<file path="config.mk">
export PLATFORM = sky130hd
export DESIGN_NAME = framebuffer_scanout_flat
export DESIGN_NICKNAME = d
export VERILOG_FILES = /design/src/rtl/framebuffer_scanout_if.sv /design/src/rtl/framebuffer_scanout.sv /design/src/flat_wrapper.sv
export SDC_FILE = /design/constraint.sdc
export NUM_CORES = 1
export LEC_CHECK = 0
export ABC_AREA = 1
export CAP_MARGIN = 40
export CORE_ASPECT_RATIO = 1.75
export CORE_MARGIN = 2
export CORE_UTILIZATION = 54
export CTS_BUF_LIST = sky130_fd_sc_hd__clkbuf_4
export DETAILED_ROUTE_END_ITERATION = 6
export PLACE_DENSITY_LB_ADDON = 0.1
export SYNTH_ARGS = -nofsm -noshare
export SYNTH_HDL_FRONTEND = slang
export SYNTH_SLANG_ARGS = --single-unit
</file>
<file path="constraint.sdc">
create_clock -name clk -period 1.91 [get_ports clk]
set_input_delay 0.191 -clock clk [delete_from_list [all_inputs] [get_ports clk]]
set_output_delay 0.191 -clock clk [all_outputs]
set_load 0.02 [all_outputs]
</file>
<file path="src/rtl/framebuffer_scanout_if.sv">
// Purpose: bundles the scanout block's generator handshake, framebuffer read port and video output.
// Latency: n/a (signal bundle only).
// Backpressure: none; every signal here is free-running or a single-cycle pulse.
//
// master: the scanout block (drives timing, read address, pixels, frame_start).
// slave : the environment (generator handshake, framebuffer RAM, display sink).
// test_pattern exists only when SCANOUT_TEST_PATTERN_EN is defined.
interface framebuffer_scanout_if #(
    parameter int FRAMEBUFFER_DATA_BITS = 16,
    parameter int FRAMEBUFFER_ADDR_BITS = 14
);
    logic                             frame_done;
    logic                             frame_start;
    logic                             draw_sel;
    logic                             fb_rd_sel;
    logic [FRAMEBUFFER_ADDR_BITS-1:0] fb_rd_addr;
    logic [FRAMEBUFFER_DATA_BITS-1:0] fb_rd_data;
    logic [FRAMEBUFFER_DATA_BITS-1:0] pixel_data;
    logic                             pixel_valid;
    logic                             hsync;
    logic                             vsync;
    logic [15:0]                      frames_shown;
    logic [15:0]                      frames_repeated;
`ifdef SCANOUT_TEST_PATTERN_EN
    logic                             test_pattern;
`endif

    modport master (
`ifdef SCANOUT_TEST_PATTERN_EN
        input  test_pattern,
`endif
        input  frame_done,
        input  fb_rd_data,
        output frame_start,
        output draw_sel,
        output fb_rd_sel,
        output fb_rd_addr,
        output pixel_data,
        output pixel_valid,
        output hsync,
        output vsync,
        output frames_shown,
        output frames_repeated
    );

    modport slave (
`ifdef SCANOUT_TEST_PATTERN_EN
        output test_pattern,
`endif
        output frame_done,
        output fb_rd_data,
        input  frame_start,
        input  draw_sel,
        input  fb_rd_sel,
        input  fb_rd_addr,
        input  pixel_data,
        input  pixel_valid,
        input  hsync,
        input  vsync,
        input  frames_shown,
        input  frames_repeated
    );
endinterface

</file>
<file path="src/rtl/framebuffer_scanout.sv">
// Purpose: double-buffered framebuffer scanout with raster timing and vblank bank swap.
// Latency: 2 clocks from raster counter position to pixel_data/pixel_valid/hsync/vsync.
// Backpressure: none; timing is free-running, the RAM must return fb_rd_data for the
//               registered fb_rd_addr before the following clock edge.
//
// Ports: clk, rst (synchronous, active-low), bus (framebuffer_scanout_if.master):
//   frame_done in / frame_start out  - generator handshake (one-cycle pulses)
//   draw_sel, fb_rd_sel, fb_rd_addr, fb_rd_data - bank selects and read port
//   pixel_data, pixel_valid, hsync, vsync       - aligned video output
//   frames_shown, frames_repeated               - wrapping vblank statistics
// Optional: define SCANOUT_TEST_PATTERN_EN to add bus.test_pattern (8 vertical colour bars).
module framebuffer_scanout #(
    parameter int DISPLAY_WIDTH         = 100,
    parameter int DISPLAY_HEIGHT        = 100,
    parameter int H_FRONT               = 8,
    parameter int H_SYNC                = 12,
    parameter int H_BACK                = 8,
    parameter int V_FRONT               = 2,
    parameter int V_SYNC                = 2,
    parameter int V_BACK                = 2,
    parameter int SYNC_ACTIVE_LOW       = 1,
    parameter int FRAMEBUFFER_DATA_BITS = 16,
    parameter int FRAMEBUFFER_ADDR_BITS = $clog2(DISPLAY_WIDTH*DISPLAY_HEIGHT)
) (
    input  logic                  clk,
    input  logic                  rst,
    framebuffer_scanout_if.master bus
);
    localparam int H_TOTAL = DISPLAY_WIDTH + H_FRONT + H_SYNC + H_BACK;
    localparam int V_TOTAL = DISPLAY_HEIGHT + V_FRONT + V_SYNC + V_BACK;
    // One spare code so the sync-window end (which may equal the total) still fits.
    localparam int HW = $clog2(H_TOTAL + 1);
    localparam int VW = $clog2(V_TOTAL + 1);
    localparam int DW = FRAMEBUFFER_DATA_BITS;
    localparam int AW = FRAMEBUFFER_ADDR_BITS;

    localparam logic [HW-1:0] H_ACT      = HW'(DISPLAY_WIDTH);
    localparam logic [HW-1:0] H_LAST     = HW'(H_TOTAL - 1);
    localparam logic [HW-1:0] H_SYNC_BEG = HW'(DISPLAY_WIDTH + H_FRONT);
    localparam logic [HW-1:0] H_SYNC_END = HW'(DISPLAY_WIDTH + H_FRONT + H_SYNC);
    localparam logic [VW-1:0] V_ACT      = VW'(DISPLAY_HEIGHT);
    localparam logic [VW-1:0] V_LAST     = VW'(V_TOTAL - 1);
    localparam logic [VW-1:0] V_SYNC_BEG = VW'(DISPLAY_HEIGHT + V_FRONT);
    localparam logic [VW-1:0] V_SYNC_END = VW'(DISPLAY_HEIGHT + V_FRONT + V_SYNC);

    localparam logic SYNC_ON  = (SYNC_ACTIVE_LOW != 0) ? 1'b0 : 1'b1;
    localparam logic SYNC_OFF = ~SYNC_ON;

    // Raster position
    logic [HW-1:0] h_cnt;
    logic [VW-1:0] v_cnt;
    logic [AW-1:0] addr_cnt;

    // Stage 1 (address issued) and stage 2 (data captured)
    logic [AW-1:0] rd_addr_q;
    logic          s1_vld, s1_hs, s1_vs;
    logic [DW-1:0] pix_dat_q;
    logic          pix_vld_q, hs_q, vs_q;

    // Bank swap state
    logic          disp_sel;
    logic          pending;
    logic          frame_start_q;
    logic [15:0]   shown_q;
    logic [15:0]   repeated_q;

    logic active, h_wrap, v_wrap, swap_pt, hs_on, vs_on;

    assign active  = (h_cnt < H_ACT) && (v_cnt < V_ACT);
    assign h_wrap  = (h_cnt == H_LAST);
    assign v_wrap  = h_wrap && (v_cnt == V_LAST);
    assign swap_pt = (h_cnt == '0) && (v_cnt == V_ACT);
    assign hs_on   = (h_cnt >= H_SYNC_BEG) && (h_cnt < H_SYNC_END);
    assign vs_on   = (v_cnt >= V_SYNC_BEG) && (v_cnt < V_SYNC_END);

`ifdef SCANOUT_TEST_PATTERN_EN
    logic [2:0] s1_bar;
    logic       s1_tp;

    function automatic logic [DW-1:0] bar_colour(input logic [2:0] idx);
        logic [15:0] c;
        case (idx)
            3'd0:    c = 16'hFFFF;
            3'd1:    c = 16'hFFE0;
            3'd2:    c = 16'h07FF;
            3'd3:    c = 16'h07E0;
            3'd4:    c = 16'hF81F;
            3'd5:    c = 16'hF800;
            3'd6:    c = 16'h001F;
            default: c = 16'h0000;
        endcase
        return DW'(c);
    endfunction

    // Bar index and mode are captured alongside the address so they stay aligned.
    always_ff @(posedge clk) begin
        if (!rst) begin
            s1_bar <= '0;
            s1_tp  <= 1'b0;
        end else begin
            s1_bar <= 3'((32'(h_cnt) * 8) / DISPLAY_WIDTH);
            s1_tp  <= bus.test_pattern;
        end
    end
`endif

    always_ff @(posedge clk) begin
        if (!rst) begin
            h_cnt <= '0;
            v_cnt <= '0;
        end else if (h_wrap) begin
            h_cnt <= '0;
            v_cnt <= (v_cnt == V_LAST) ? '0 : v_cnt + 1'b1;
        end else begin
            h_cnt <= h_cnt + 1'b1;
        end
    end

    // Linear address walks with the raster: steps on active pixels only, so it
    // naturally holds across horizontal blank and lands on x + W*y without a multiply.
    always_ff @(posedge clk) begin
        if (!rst || v_wrap) begin
            addr_cnt <= '0;
        end else if (active) begin
            addr_cnt <= addr_cnt + 1'b1;
        end
    end

    always_ff @(posedge clk) begin
        if (!rst) begin
            rd_addr_q <= '0;
            s1_vld    <= 1'b0;
            s1_hs     <= SYNC_OFF;
            s1_vs     <= SYNC_OFF;
            pix_dat_q <= '0;
            pix_vld_q <= 1'b0;
            hs_q      <= SYNC_OFF;
            vs_q      <= SYNC_OFF;
        end else begin
            rd_addr_q <= addr_cnt;
            s1_vld    <= active;
            s1_hs     <= hs_on ? SYNC_ON : SYNC_OFF;
            s1_vs     <= vs_on ? SYNC_ON : SYNC_OFF;
            pix_vld_q <= s1_vld;
            hs_q      <= s1_hs;
            vs_q      <= s1_vs;
            if (!s1_vld) begin
                pix_dat_q <= '0;
`ifdef SCANOUT_TEST_PATTERN_EN
            end else if (s1_tp) begin
                pix_dat_q <= bar_colour(s1_bar);
`endif
            end else begin
                pix_dat_q <= bus.fb_rd_data;
            end
        end
    end

    // Swap only on the first vblank cycle, so the read bank never changes mid-frame.
    // A frame_done landing exactly on the swap cycle counts as already pending.
    always_ff @(posedge clk) begin
        if (!rst) begin
            disp_sel      <= 1'b0;
            pending       <= 1'b1;
            frame_start_q <= 1'b0;
            shown_q       <= '0;
            repeated_q    <= '0;
        end else begin
            frame_start_q <= 1'b0;
            if (swap_pt) begin
                if (pending || bus.frame_done) begin
                    disp_sel      <= ~disp_sel;
                    pending       <= 1'b0;
                    frame_start_q <= 1'b1;
                    shown_q       <= shown_q + 1'b1;
                end else begin
                    repeated_q    <= repeated_q + 1'b1;
                end
            end else if (bus.frame_done) begin
                pending <= 1'b1;
            end
        end
    end

    assign bus.frame_start     = frame_start_q;
    assign bus.draw_sel        = ~disp_sel;
    assign bus.fb_rd_sel       = disp_sel;
    assign bus.fb_rd_addr      = rd_addr_q;
    assign bus.pixel_data      = pix_dat_q;
    assign bus.pixel_valid     = pix_vld_q;
    assign bus.hsync           = hs_q;
    assign bus.vsync           = vs_q;
    assign bus.frames_shown    = shown_q;
    assign bus.frames_repeated = repeated_q;
endmodule

</file>
<file path="src/flat_wrapper.sv">
// flat-port wrapper written by rule: the top's interface ports become plain ports
module framebuffer_scanout_flat 
#(
    parameter int DISPLAY_WIDTH         = 100,
    parameter int DISPLAY_HEIGHT        = 100,
    parameter int H_FRONT               = 8,
    parameter int H_SYNC                = 12,
    parameter int H_BACK                = 8,
    parameter int V_FRONT               = 2,
    parameter int V_SYNC                = 2,
    parameter int V_BACK                = 2,
    parameter int SYNC_ACTIVE_LOW       = 1,
    parameter int FRAMEBUFFER_DATA_BITS = 16,
    parameter int FRAMEBUFFER_ADDR_BITS = $clog2(DISPLAY_WIDTH*DISPLAY_HEIGHT)
)
  (clk, rst, bus_frame_done, bus_fb_rd_data, bus_frame_start, bus_draw_sel, bus_fb_rd_sel, bus_fb_rd_addr, bus_pixel_data, bus_pixel_valid, bus_hsync, bus_vsync, bus_frames_shown, bus_frames_repeated);
  framebuffer_scanout_if #(.FRAMEBUFFER_DATA_BITS(FRAMEBUFFER_DATA_BITS), .FRAMEBUFFER_ADDR_BITS(FRAMEBUFFER_ADDR_BITS)) bus_i ();
  input  logic clk;
  input  logic rst;
  input wire logic [$bits(bus_i.frame_done)-1:0] bus_frame_done;
  input wire logic [$bits(bus_i.fb_rd_data)-1:0] bus_fb_rd_data;
  output wire logic [$bits(bus_i.frame_start)-1:0] bus_frame_start;
  output wire logic [$bits(bus_i.draw_sel)-1:0] bus_draw_sel;
  output wire logic [$bits(bus_i.fb_rd_sel)-1:0] bus_fb_rd_sel;
  output wire logic [$bits(bus_i.fb_rd_addr)-1:0] bus_fb_rd_addr;
  output wire logic [$bits(bus_i.pixel_data)-1:0] bus_pixel_data;
  output wire logic [$bits(bus_i.pixel_valid)-1:0] bus_pixel_valid;
  output wire logic [$bits(bus_i.hsync)-1:0] bus_hsync;
  output wire logic [$bits(bus_i.vsync)-1:0] bus_vsync;
  output wire logic [$bits(bus_i.frames_shown)-1:0] bus_frames_shown;
  output wire logic [$bits(bus_i.frames_repeated)-1:0] bus_frames_repeated;
  assign bus_i.frame_done = bus_frame_done;
  assign bus_i.fb_rd_data = bus_fb_rd_data;
  assign bus_frame_start = bus_i.frame_start;
  assign bus_draw_sel = bus_i.draw_sel;
  assign bus_fb_rd_sel = bus_i.fb_rd_sel;
  assign bus_fb_rd_addr = bus_i.fb_rd_addr;
  assign bus_pixel_data = bus_i.pixel_data;
  assign bus_pixel_valid = bus_i.pixel_valid;
  assign bus_hsync = bus_i.hsync;
  assign bus_vsync = bus_i.vsync;
  assign bus_frames_shown = bus_i.frames_shown;
  assign bus_frames_repeated = bus_i.frames_repeated;
  framebuffer_scanout #(.DISPLAY_WIDTH(DISPLAY_WIDTH), .DISPLAY_HEIGHT(DISPLAY_HEIGHT), .H_FRONT(H_FRONT), .H_SYNC(H_SYNC), .H_BACK(H_BACK), .V_FRONT(V_FRONT), .V_SYNC(V_SYNC), .V_BACK(V_BACK), .SYNC_ACTIVE_LOW(SYNC_ACTIVE_LOW), .FRAMEBUFFER_DATA_BITS(FRAMEBUFFER_DATA_BITS), .FRAMEBUFFER_ADDR_BITS(FRAMEBUFFER_ADDR_BITS)) u_core (.clk(clk), .rst(rst), .bus(bus_i));
endmodule
</file>
-- After elaboration in Yosys (flattened, before gate mapping)
Cells that the tools add are included.
- register bits: 100
- latch bits: 0
- RAM bits: 0
- ROM bits: 0
- output and inout port bits: 68
- logic and storage cells: 57
- memories kept: 0
- $add $sub $neg: 5
- multipliers: 0
- divide/modulo/power cells: 0
- $lt $le $gt $ge: 6
- equality and inequality tests: 4
- shift-type cells: 0
- multiplexer cells: 7
- bitwise logic cells: 3
- reductions and logical operators: 16
- operators by type and width (cell ; count):
    $add 16x1->16 const B ; 2
    $lt 8x7->1 const B ; 2
    $add 14x1->14 const B ; 1
    $eq 7x7->1 const B ; 2
    $lt 7x7->1 const B ; 2
    $reduce_and 2->1 ; 5
    $add 8x1->8 const B ; 1
    $eq 8x7->1 const B ; 1
    $ge 8x7->1 const B ; 1
    $logic_not 8->1 ; 1
    $add 7x1->7 const B ; 1
    $ge 7x7->1 const B ; 1
    $mux 7 ; 1
    $mux 1 ; 6
    $logic_and 1x1->1 ; 5
    $not 1->1 ; 3
    $logic_or 1x1->1 ; 2
    $ne 2x2->1 const B ; 1
    $reduce_bool 2->1 ; 1
    $reduce_or 2->1 ; 1
    $logic_not 1->1 ; 1

-- Longest topological paths before layout
- depth after elaboration: 4
- gate-level depth with buffers: 9
- gate-level depth less buffers: 9

-- Worst setup path before layout
OpenSTA, ideal clock, no wires.
- path kind: register -> register
- from: reg u_core.repeated_q[0] (netlist: u_core.bus.frames_repeated[0])
- to: reg u_core.repeated_q[14] (netlist: u_core.bus.frames_repeated[14])
- setup time: 0.143 ns
- data arrival time: 1.378 ns
- required time: 1.767 ns
- path slack: 0.389 ns
- stages on the path, launching flop included: 9
- cells stage by stage: dfxtp_1 > ha_1 > nand3_1 > nor2_2 > nand3_1 > nand2_1 > nand2_1 > nand2_1 > a21oi_1
- longest elaborated chain between the ends: 1
- ends and longest elaborated chain (what ; RTL line ; source):
    start: declaration ; framebuffer_scanout.sv:65 ; logic [15:0] repeated_q;
    start signal: assignment ; framebuffer_scanout.sv:177 ; repeated_q <= repeated_q + 1'b1;
    $add 16x1->16 ; framebuffer_scanout.sv:177 ;
Every way passes these cells.
A chain may end at the register's enable or synchronous reset.

-- Final worst setup path
- from: reg u_core.repeated_q[6] (netlist: u_core.bus.frames_repeated[6])
- to: out bus_frames_repeated[6]
- RTL lines (what ; RTL line ; source):
    end: declaration ; flat_wrapper.sv:31 ; output wire logic [$bits(bus_i.frames_repeated)-1:0] bus_frames_repeated;
No word-level cell between the ends.

==> impl_metrics.env <==
export IMPL_timing_final_crit_share_pct=93.09
export IMPL_drive_gt1_share_pct=11.82
export IMPL_clk_pin_slew_ns=0.15
export IMPL_async_flop_share_pct=0
export IMPL_cts_tree="built"
export IMPL_layout_commonest_cell="nand2_1"
export IMPL_drt_iter0_markers=184
export IMPL_power_density_nw_per_um2=632.6
export IMPL_cp_cell_sequence="clkdlybuf4s50_1"
export IMPL_reg2reg_depth=8
export IMPL_fin_worst_skew_ns=0.01670
export IMPL_worstSetupStartpointType="register"
export IMPL_post_route_util_pct=69.51
export IMPL_antennaDiodeCount=0
export IMPL_drc=0
export IMPL_syn_area_per_cell_sq_um=7.265
export IMPL_crit_family="buffers and inverters"
export IMPL_worst_setup_path_end_kind="primary output"
export IMPL_hold_class="in -> reg"
export IMPL_crit_buf_inv=1
export IMPL_finalHoldViolations=0
export IMPL_vias=4248
export IMPL_place_hpwl_microns=7523
export IMPL_multi_input_area_sq_um=2226
export IMPL_grt_max_degree=27
export IMPL_initial_core_util_pct=55.93
export IMPL_synth_seq_area_share_pct=43.06
export IMPL_globalRouteOverflowTotal=0
export IMPL_netlist_area_sq_um=4649
export IMPL_max_cap_violations=0
export IMPL_die_area_sq_um=9398
export IMPL_die_h_microns=126.8
export IMPL_min_period_ns=1.778
export IMPL_ctsHtreeMaxLevel=3
export IMPL_worst_slew_pin_slew_ns=0.5421
export IMPL_synth_warnings=0
export IMPL_post_drt_wl_per_cell_microns=11.70
export IMPL_synth_seq_cells=100
export IMPL_grt_setup_unrepaired="no"
export IMPL_place_gp_congestion=0.8768
export IMPL_core_sq_um=8313
export IMPL_synth_ff_type="dfxtp_1"
export IMPL_hold_depth=3
export IMPL_syn_to_final_growth_pct=24.27
export IMPL_hold_buffers=0
export IMPL_yosys_area_top_type_share_pct=43.06
export IMPL_synthTopCellsByArea="dfxtp_1 (43%), nand2_1 (13%), nor2_1 (7.3%)"
export IMPL_hold_path_end="u_core.bus.pixel_data[13]$_SDFF_PN0_"
export IMPL_slowest_delay_ns=0.66
export IMPL_regToRegSetupSlack_ns=0.27
export IMPL_worstSkewPairLatency_ns=0.47
export IMPL_setup_viol=0
export IMPL_die_w_microns=74.15
export IMPL_synth_cells=640
export IMPL_ant_nets=0
export IMPL_clock_fmax_mhz=562.4
export IMPL_synth_edff_count=0
export IMPL_crit_type="reg -> out"
export IMPL_min_from="bus_fb_rd_data[13]"
export IMPL_vias_per_cell=4.992
export IMPL_grt_first_pass_wirelength_microns=16740
export IMPL_required_ns=1.72
export IMPL_reg2reg_to="u_core.v_cnt[4]$_SDFFE_PN0P_"
export IMPL_grt_use_total_pct=22.39
export IMPL_layout_common_cells="nand2_1 (160), dfxtp_1 (100), nor2_1 (90)"
export IMPL_dr_pass1_iters=4
export IMPL_worst_slack_ns=0.1320
export IMPL_status="finished, final reports clean"
export IMPL_fillers=718
export IMPL_ir_drop_uv=498.7
export IMPL_seq_area_sq_um=2002
export IMPL_finalMaxSlewViolations=0
export IMPL_io_buffers=86
export IMPL_root_buffer="clkbuf_4"
export IMPL_pin_count=87
export IMPL_cp_max_fo=5
export IMPL_r2r_start="u_core.h_cnt[0]$_SDFF_PP0_"
export IMPL_fin_tns_setup_ns=0
export IMPL_rows=44
export IMPL_yosysUniqueCellTypes=37
export IMPL_cts_buffer_depth=2
export IMPL_cts_sinks=100
export IMPL_grt_pass1_vias=4013
export IMPL_slew_headroom_pct=63.77
export IMPL_synth_nets=666
export IMPL_drt_wl_total_microns=9956
export IMPL_nets=757
export IMPL_slowest_stage="clkdlybuf4s50_1"
export IMPL_cts_buffers=9
export IMPL_cts_setup_buffers=0
export IMPL_crit_arrival_ns=1.59
export IMPL_power_leakage_nw=2.391
export IMPL_cts_resized_gates=0
export IMPL_place_ws_ns=0.1290
export IMPL_antenna_found_initial=0
export IMPL_yosysTopAreaCell="dfxtp_1"
==> logic make-up (layout without fill, tap and decap cells) <==
| family | Yosys count | count (layout) | share of synthesized area [%] |
|---|---|---|---|
| buffers and inverters | 103 | 199 | 9.068 |
| xor gates and xnor gates | 19 | 19 | 3.579 |
| and+or+nand+nor | 351 | 351 | 34.10 |
| AOI/OAI and AO/OA | 60 | 60 | 8.315 |
| adders and majority gates | 7 | 7 | 1.884 |
| DFF | 100 | 100 | 43.06 |
==> routing by layer <==
layer	wire [microns]	track usage (%)
met3	492	4.527
met2	5259	41.23
met1	3957	23.24
met4	246	10.37
met5	0	0
==> synthesized netlist by cell type (3+ instances only) <==
| cell | n |
|---|---|
| inv_2 | 4 |
| buf_1 | 4 |
| a21oi_2 | 20 |
| xnor2_1 | 5 |
| nor2_4 | 3 |
| nor2_2 | 5 |
| nand2_1 | 160 |
| nand3_1 | 39 |
| ha_1 | 7 |
| nor3_1 | 5 |
| a21oi_1 | 30 |
| nand4_1 | 14 |
| inv_1 | 84 |
| buf_2 | 5 |
| dfxtp_1 | 100 |
| nand2_2 | 21 |
| xor2_1 | 14 |
| o21ai_0 | 5 |
| nor2_1 | 90 |
==> flip-flops by register name, summed over array words and instances (netlist names) <==
name and flops:
u_core.bus.pixel_data 16, u_core.bus.hsync 1, u_core.pending 1, u_core.bus.fb_rd_sel 1
u_core.h_cnt 8, u_core.bus.pixel_valid 1, u_core.addr_cnt 14, u_core.bus.fb_rd_addr 14
u_core.v_cnt 7, u_core.bus.frames_repeated 16, u_core.bus.vsync 1, u_core.s1_hs 1
u_core.bus.frame_start 1, u_core.bus.frames_shown 16, u_core.s1_vld 1, u_core.s1_vs 1
==> worst reg2reg max path, cell delays in order (launching register included) <==
cell	delay, ns
dfxtp_1	0.42
ha_1	0.19
inv_1	0.06
nor2_2	0.14
inv_1	0.11
nor2_2	0.24
nand3_1	0.16
o21ai_0	0.18
nor2_1	0.06
==> where the power goes <==
group          internal, mW  total, mW  switching, mW
combinational         0.157      0.342          0.184
sequential             2.16       2.21         0.0510
clock                 0.414       1.11          0.692
==> cell type report <==
class | count | area share (%)
Clock buffer | 10 | 1.299
Clock inverter | 6 | 1.126
Inverter | 90 | 5.890
Sequential cell | 100 | 34.65
Timing Repair Buffer | 93 | 16.02
Tap cell | 115 | 2.490
Multi-Input combinational cell | 437 | 38.52
==> metrics by stage <==
step	hold WS, ns	area, sq um	total power [mW]	std cells
after CTS	0.2121	5778	3.700	851
after global routing	0.2168	5778	3.833	851
after global placement	0.4030	5638	2.579	835
after detailed placement	0.3984	5638	2.598	835
after floorplan	0.3032	4649	2.444	640
final	0.2301	5778	3.655	851
==> worst max-delay path by stage <==
stage	start	to	slack, ns	cells after the start
2_1_floorplan	u_core.bus.frames_repeated[0]$_SDFFE_PN0P_	u_core.bus.frames_repeated[14]$_SDFFE_PN0P_	0.39	8
3_3_place_gp	bus_frame_done	u_core.bus.frames_repeated[15]$_SDFFE_PN0P_	0.19	7
3_5_place_dp	bus_frame_done	u_core.bus.frames_repeated[9]$_SDFFE_PN0P_	0.13	7
4_1_cts	u_core.bus.frames_shown[12]$_SDFFE_PN0P_	bus_frames_shown[12]	0.11	1
5_1_grt	u_core.bus.frames_shown[12]$_SDFFE_PN0P_	bus_frames_shown[12]	0.03	1
6_report	u_core.bus.frames_repeated[6]$_SDFFE_PN0P_	bus_frames_repeated[6]	0.13	1
Power figures use the tool's default switching activity.
